**config.mk**
```make
export PLATFORM = sky130hd
export DESIGN_NAME = ms_delay_sched
export DESIGN_NICKNAME = d
export VERILOG_FILES = /design/src/rtl/ms_delay_sched_pkg.sv /design/src/rtl/ms_delay_rr_pick.sv /design/src/rtl/ms_delay_sched.sv
export SDC_FILE = /design/constraint.sdc
export NUM_CORES = 1
export LEC_CHECK = 0
export ABC_AREA = 0
export CORE_MARGIN = 2
export CORE_UTILIZATION = 40
export DETAILED_ROUTE_END_ITERATION = 10
export GPL_ROUTABILITY_DRIVEN = 0
export PLACE_DENSITY = 0.75
export SLEW_MARGIN = 20
export SYNTH_ARGS = -nofsm -noshare
export SYNTH_HDL_FRONTEND = slang
export SYNTH_HIERARCHICAL = 1
export SYNTH_SLANG_ARGS = --single-unit
```
**constraint.sdc**
```tcl
create_clock -name clk -period 1.6 [get_ports clk]
set_clock_uncertainty 0.15 [all_clocks]
set_input_delay 0.16 -clock clk [delete_from_list [all_inputs] [get_ports clk]]
set_output_delay 0.16 -clock clk [all_outputs]
set_load 0.01 [all_outputs]
```
**src/rtl/ms_delay_sched_pkg.sv**
```systemverilog
// ms_delay_sched_pkg: shared types and helpers for the millisecond delay scheduler.
// Build option: MS_DELAY_SCHED_RR_EN (see ms_delay_sched).
package ms_delay_sched_pkg;

    typedef enum logic [1:0] {
        IDLE  = 2'd0,
        LOAD  = 2'd1,
        COUNT = 2'd2,
        DONE  = 2'd3
    } st_e;

    localparam int DEF_N       = 4;
    localparam int DEF_DW      = 8;
    localparam int SLICE_BUS_W = 256;
    localparam int SLICE_W     = 32;

    // Generic slice extractor; caller narrows the result to its own DW.
    function automatic logic [SLICE_W-1:0] delay_slice(
        input logic [SLICE_BUS_W-1:0] bus,
        input int                     i,
        input int                     dw
    );
        logic [SLICE_BUS_W-1:0] sh;
        logic [SLICE_W-1:0]     mask;
        sh   = bus >> (i * dw);
        mask = (SLICE_W'(1) << dw) - SLICE_W'(1);
        return SLICE_W'(sh) & mask;
    endfunction

endpackage

```
**src/rtl/ms_delay_rr_pick.sv**
```systemverilog
// ms_delay_rr_pick: combinational N-way winner select, one-hot plus index.
// MS_DELAY_SCHED_RR_EN: round-robin from ptr; otherwise lowest index wins.
module ms_delay_rr_pick #(
    parameter int N  = 4,
    parameter int IW = 2
) (
    input  logic [N-1:0]  req,
`ifdef MS_DELAY_SCHED_RR_EN
    input  logic [IW-1:0] ptr,
`endif
    output logic [N-1:0]  onehot,
    output logic [IW-1:0] idx,
    output logic          any
);

    int            j;
    logic [IW-1:0] jj;

    always_comb begin
        onehot = '0;
        idx    = '0;
        any    = 1'b0;
        j      = 0;
        jj     = '0;
        for (int k = 0; k < N; k++) begin
`ifdef MS_DELAY_SCHED_RR_EN
            j = int'(ptr) + k;
            if (j >= N) j = j - N;
`else
            j = k;
`endif
            jj = IW'(j);
            if (!any && req[jj]) begin
                any        = 1'b1;
                idx        = jj;
                onehot[jj] = 1'b1;
            end
        end
    end

endmodule

```
**src/rtl/ms_delay_sched.sv**
```systemverilog
// ms_delay_sched: shares one 1 ms timebase among N millisecond-delay requesters.
// Define MS_DELAY_SCHED_RR_EN for round-robin arbitration (default: fixed priority).
module ms_delay_sched
    import ms_delay_sched_pkg::*;
#(
    parameter int N  = DEF_N,
    parameter int DW = DEF_DW
) (
    input  logic            clk,
    input  logic            rst,
    input  logic [N-1:0]    req,
    input  logic [N*DW-1:0] delay_ms,
    input  logic            tick_1ms,
    output logic            tick_clr,
    output logic [N-1:0]    gnt,
    output logic [N-1:0]    done,
    output logic            busy
);

    localparam int IW = (N > 1) ? $clog2(N) : 1;

    st_e           state;
    logic [DW-1:0] remaining;
    logic [N-1:0]  pick_oh;
    logic [IW-1:0] pick_idx;
    logic          pick_any;
    logic [DW-1:0] pick_delay;
    logic          held;

`ifdef MS_DELAY_SCHED_RR_EN
    logic [IW-1:0] ptr;
    logic [IW-1:0] cur;
    logic [IW-1:0] nxt;

    assign nxt = (cur == IW'(N - 1)) ? '0 : cur + IW'(1);
`endif

    ms_delay_rr_pick #(
        .N  (N),
        .IW (IW)
    ) u_pick (
        .req    (req),
`ifdef MS_DELAY_SCHED_RR_EN
        .ptr    (ptr),
`endif
        .onehot (pick_oh),
        .idx    (pick_idx),
        .any    (pick_any)
    );

    assign pick_delay = DW'(delay_slice(SLICE_BUS_W'(delay_ms),
                                        int'(pick_idx), DW));

    // The served requester is the one whose grant bit is still set.
    assign held = |(req & gnt);

    always_ff @(posedge clk) begin
        if (rst) begin
            state     <= IDLE;
            gnt       <= '0;
            done      <= '0;
            tick_clr  <= 1'b0;
            busy      <= 1'b0;
            remaining <= '0;
`ifdef MS_DELAY_SCHED_RR_EN
            ptr       <= '0;
            cur       <= '0;
`endif
        end else begin
            done     <= '0;
            tick_clr <= 1'b0;
            unique case (state)
                IDLE: begin
                    if (pick_any) begin
                        state     <= LOAD;
                        gnt       <= pick_oh;
                        remaining <= pick_delay;
                        tick_clr  <= 1'b1;
                        busy      <= 1'b1;
`ifdef MS_DELAY_SCHED_RR_EN
                        cur       <= pick_idx;
`endif
                    end
                end
                LOAD: begin
                    if (!held) begin
                        state <= IDLE;
                        gnt   <= '0;
                        busy  <= 1'b0;
`ifdef MS_DELAY_SCHED_RR_EN
                        ptr   <= nxt;
`endif
                    end else if (remaining == '0) begin
                        state <= DONE;
                        gnt   <= '0;
                        done  <= gnt;
                    end else begin
                        state <= COUNT;
                    end
                end
                COUNT: begin
                    // Abandon takes priority over a coincident final tick.
                    if (!held) begin
                        state <= IDLE;
                        gnt   <= '0;
                        busy  <= 1'b0;
`ifdef MS_DELAY_SCHED_RR_EN
                        ptr   <= nxt;
`endif
                    end else if (tick_1ms) begin
                        remaining <= remaining - DW'(1);
                        if (remaining == DW'(1)) begin
                            state <= DONE;
                            gnt   <= '0;
                            done  <= gnt;
                        end
                    end
                end
                DONE: begin
                    state <= IDLE;
                    busy  <= 1'b0;
`ifdef MS_DELAY_SCHED_RR_EN
                    ptr   <= nxt;
`endif
                end
                default: begin
                    state <= IDLE;
                end
            endcase
        end
    end

endmodule

```
# After elaboration in Yosys (flattened, before gate mapping)
# Index checks and enable logic that the tools add are counted.
[op_classes]
n_addsub = 1
mul = 0
n_div = 0
n_lt_le_gt_ge = 0
n_eq_ne = 11
shifts = 1
mux = 38
bitwise = 2
n_reduce_logical = 17
[ops]
columns = ["operator", "n"]
rows = [
  ["4-bit two-way mux", 11],
  ["32-bit by 5-bit >> shifter with 8-bit output", 1],
  ["8-bit two-way mux", 3],
  ["8-bit one-hot mux with 2 select lines", 1],
  ["2-bit two-way mux", 7],
  ["1-bit two-way mux", 12],
  ["4-bit one-hot mux with 3 select lines", 1],
  ["3-bit != test, second input constant", 3],
  ["8-bit by 1-bit equality test with 1-bit output, second input constant", 1],
  ["8-bit zero test", 1],
  ["2-bit != test, second input constant", 4],
  ["2-bit one-hot mux with 4 select lines", 1],
  ["4-bit one-hot mux with 2 select lines", 1],
  ["8-bit by 1-bit subtractor with 8-bit output, second input constant", 1],
  ["5-bit AND reduction", 1],
  ["4-bit AND", 1],
  ["2-bit equality test, second input constant", 2],
  ["4-bit AND reduction", 1],
  ["2-bit OR reduction", 2],
  ["4-bit OR reduction", 1],
  ["1-bit logical AND", 3],
  ["1-bit zero test", 3],
  ["1-bit one-hot mux with 3 select lines", 1],
  ["3-bit AND reduction", 1],
  ["6 further kinds", 6],
]
[totals]
reg_bits = 20
latch_bits = 0
ramBits = 0
mem_bits_ro = 0
input_bits = 39
out_inout_bits = 10
n_memories = 0

# Longest topological paths before layout
[depth]
word_depth = 13
depth_mapped = 8

# Hierarchy
# The synthesis kept the hierarchy.
[by_module_without_submodules]
columns = ["module", "n_inst", "cells_each", "area_per_inst_um2", "seq_area_each_um2"]
rows = [
  ["ms_delay_sched", 1, 149, 1345.0, 400.4],
  ["ms_delay_rr_pick", 1, 11, 61.3, 0.0],
]

# Worst setup path before layout
# OpenSTA, ideal clock, no wires.
[synth_timing]
path_type = "input to register"
startpoint = "input req[2]"
endpoint = "register remaining[4]"
setup_time_ns = 0.127
arrival_ns = 1.415
required_ns = 1.323
setup_slack_ns = -0.092
stages = 8
cell_sequence = "nand2b_4 > a21oi_1 > buf_4 > mux4_2 > nand2_1 > o31a_1 > or3_1 > o31ai_1"
[synth_between]
elab_chain_cells = 8
[synth_lines]
columns = ["item", "line_no", "source"]
rows = [
  ["start: declaration", "ms_delay_sched.sv:11", "input logic [N-1:0] req,"],
  ["1-bit logical AND (*)", "ms_delay_rr_pick.sv:33", "if (!any && req[jj]) begin"],
  ["1-bit two-way mux", "ms_delay_rr_pick.sv:33", ""],
  ["1-bit zero test", "ms_delay_rr_pick.sv:33", ""],
  ["1-bit logical AND", "ms_delay_rr_pick.sv:33", ""],
  ["2-bit two-way mux (*)", "ms_delay_rr_pick.sv:33", ""],
  ["named net pick_idx[0]", "ms_delay_sched.sv:25", "logic [IW-1:0] pick_idx;"],
  ["32-bit by 5-bit >> shifter with 8-bit output (*)", "ms_delay_sched_pkg.sv:25", "sh = bus >> (i * dw);"],
  ["8-bit two-way mux (*)", "ms_delay_sched.sv:74", "if (pick_any) begin"],
  ["8-bit one-hot mux with 2 select lines (*)", "ms_delay_sched.sv:72", "unique case (state)"],
  ["end signal: assignment", "ms_delay_sched.sv:77", "remaining <= pick_delay;"],
  ["end signal: assignment", "ms_delay_sched.sv:111", "remaining <= remaining - DW'(1);"],
  ["end: declaration", "ms_delay_sched.sv:23", "logic [DW-1:0] remaining;"],
]
# The timed path passes the listed nets; every way through them passes the cells marked *. The select of a mux whose other input is x is not followed.
# A chain may end at the register's enable or synchronous reset.

# Worst setup path in the final report
[layout_timing]
startpoint = "register remaining[1]"
endpoint = "register gnt[1]"
[layout_between]
elab_chain_cells = 3
[layout_lines]
columns = ["item", "line_no", "source"]
rows = [
  ["8-bit by 1-bit equality test with 1-bit output or 8-bit zero test (tied branches)", "ms_delay_sched.sv:112, ms_delay_sched.sv:93", ""],
  ["3-bit != test (no line)", "n/a", ""],
  ["5-bit AND reduction (no line) (*)", "n/a", ""],
  ["end signal: assignment", "ms_delay_sched.sv:76", "gnt <= pick_oh;"],
  ["end: declaration", "ms_delay_sched.sv:15", "output logic [N-1:0] gnt,"],
]
# Mark *: on every way between the ends. The rest lies on a longest branch, timed or not.

==> flow_summary.ini <==
[synth]
synth_edf_count = 0
syn_inst = 160
yosysSeqAreaShare_pct = 28.47
synthFlopType = dfxtp_1
ys_types = 41
avgSynthCellArea_um2 = 8.790
async_reset_ff_share_pct = 0
syn-cell-area_um2 = 1406
synth_seq_cells = 20
ys_warn_count = 6
synth_nets = 207

[timing]
fin_crit_sh_pct = 110.4
setup_viol = 17
rsz0062_at_grt = yes
fin_crit_ns = 1.767
slew_violations = 0
slew_headroom_pct = 80.18
worst_pin_slew_ns = 0.2964
fin_ws_ns = -0.1668
hold_slack_ns = 0.2928
clock.fmax_ghz = 0.5660
hold_viol = 0
tns_ns = -1.490

[detailed_routing]
first_iter_violations = 167
ant_nets = 0
finalWirelength_um = 5858
dr.pass1.iters = 4
drc = 0
via_per_inst = 6.030
vias = 1821
wl_per_cell_um = 19.40

[clock_network]
path_clk_slew_ns = 0.14
insertion_delay_ns = 0.33
h-tree-depth = 1
cts_buffers = 3
numClockSinks = 20
cts_tree = yes
clockRootBuffer = clkbuf_4
cts_buffer_depth = 2

[grt]
grtUsageTotal_pct = 28.83
grt_pass1_vias = 1925
grt_start_max_net_pins = 13
antenna_found_initial = 0
grt_overflow_total = 0
grt_pass1_wl_um = 8935

[setup_path]
start_kind = flop
critical_path_class = flop to flop
cp_max_fo = 5
cp-end-kind = flop
crit_buf_inv = 2
max_stage_delay_ns = 0.38
arrival_ns = 1.87
slowest_stage = dfxtp_2
rr_startpoint = remaining[1]
cp_top_family = compound AO/OA/AOI/OAI gates
crit_chain = inv_4 > ha_2 > nand4_2 > buf_4 > a31oi_4 > nand4b_1 > a21oi_1
r2r-end = gnt[1]
required_ns = 1.70
rrSetupSlack_ns = -0.17
worstRegToRegCells = 7

[pwr]
powerDensity_nw_per_um2 = 670.4
p_leak_nw = 1.070
power_mw = 1.780
ir_drop_uv = 385.5

[die]
die_h_um = 63.30
row_count = 21
die_area_um2 = 4006
ios = 49
initial_core_util_pct = 41.82
coreArea_um2 = 3363
die_w_um = 63.30

[place]
hpwl_um = 3415
io_buffers = 48

[outcome]
violations = negative setup slack
outcome = complete, but fails checks

[hold_path]
hold_path_depth = 5
hold_start = req[1]
min_path_type = input pin to flop
hold_end = gnt[1]

[final_layout]
n_antenna_cell = 0
drive_gt1_share_pct = 46.88
syn2layout_area_growth_pct = 88.79
nets = 304

[run]
max_cap_viol_count = 0
-- cell type report --
type,instances,area (um2)
Multi-Input combinational cell,127,1182
Timing Repair Buffer,98,914.6
Fill cell,216,708.2
Sequential cell,20,414.1
Tap cell,46,57.56
Inverter,7,33.78
Clock inverter,1,30.03
Clock buffer,3,22.52
-- layout by cell type, fill, tap and decap left out, types with 3 or more instances in the layout --
cell,instances
clkdlybuf4s50_1,40
buf_4,40
nand2_1,15
dfxtp_1,11
a21oi_1,10
nor2_1,10
o21ai_1,9
mux4_2,8
dfxtp_2,8
buf_6,7
dlygate4sd2_1,6
nand2_2,5
and2_1,5
nand3_1,4
a21oi_2,4
nand4b_1,4
inv_2,3
inv_4,3
nor3_4,3
nand2b_1,3
a21oi_4,3
ha_4,3
ha_1,3
clkbuf_4,3
buf_12,3
-- cells by family (layout without fill, tap and decap cells) --
logic type / after synthesis / count (layout) / synth area share (%)
simple gates: 62 / 62 / 24.91
compound gates: 47 / 48 / 21.62
flops: 20 / 20 / 28.47
buf+inv: 14 / 109 / 4.359
mux: 9 / 9 / 13.52
fa+ha+maj: 8 / 8 / 7.118
-- registers in the layout (all words and copies together), names as in the netlist --
signal	cells
remaining	8
done	4
gnt	4
state	2
busy	1
tick_clr	1
-- per-layer routing --
layer  track usage [%]  routed length [um]  share of wire (%)
met1             29.29                2071                 35
met3             5.893                 441                7.5
met5                 0                   0                  0
met4             21.47                 397                6.8
met2             51.73                2948                 50
-- cells in the mapped netlist (3+ instances only) --
library cell  count  share of area [%]
and2_1            5                2.2
mux4_2            8                 13
dfxtp_1          20                 28
nand3_1           5                1.8
nand2_1          20                5.3
nand4b_1          4                2.5
nor2_1           12                3.2
clkbuf_1          3               0.80
inv_1             7                1.9
ha_1              8                7.1
a21oi_1          16                5.7
nand2b_1          3                1.3
o21ai_1           9                3.2
nor3_1            3                1.1
-- timing repair --
action	in CTS	in global routing
buffers inserted	11	3
resized for setup	59	19
hold buffers	0	0
setup endpoints to repair	23	19
pin swaps	21	16
gates cloned	1	0
hold endpoints to repair	0	0
-- worst max path at each step --
stage                            start            to  cells after the start
final                     remaining[1]        gnt[1]                      7
after floorplan                 req[2]  remaining[4]                      8
after detailed placement        req[3]  remaining[4]                      9
after CTS                 remaining[6]       done[0]                      5
after global routing      remaining[1]        gnt[1]                      7
after global placement          req[3]  remaining[4]                      9
-- power by group --
part / internal, mW / switching, mW / leakage (nW)
clock: 0.254 / 0.199 / 0.0279
combinational: 0.421 / 0.335 / 0.874
sequential: 0.534 / 0.0368 / 0.168
total: 1.21 / 0.571 / 1.07
-- tightest hold or removal path, stage by stage --
cell,delay (ns)
dlygate4sd2_1,0.26
inv_2,0.08
nor2_1,0.06
nand4b_1,0.09
a21oi_1,0.09
-- metrics by stage --
stage | setup slack, ns | util, % | cells | instance area [um2]
finish | -0.1668 | 78.94 | 302 | 2655
global placement | -0.5582 | 66.03 | 283 | 2221
CTS | -0.03558 | 76.19 | 299 | 2562
floorplan | -0.03313 | - | 160 | 1439
detailed placement | -0.6586 | 66.03 | 283 | 2221
global route | -0.2250 | 78.94 | 302 | 2655
Power figures use the tool's default switching activity.
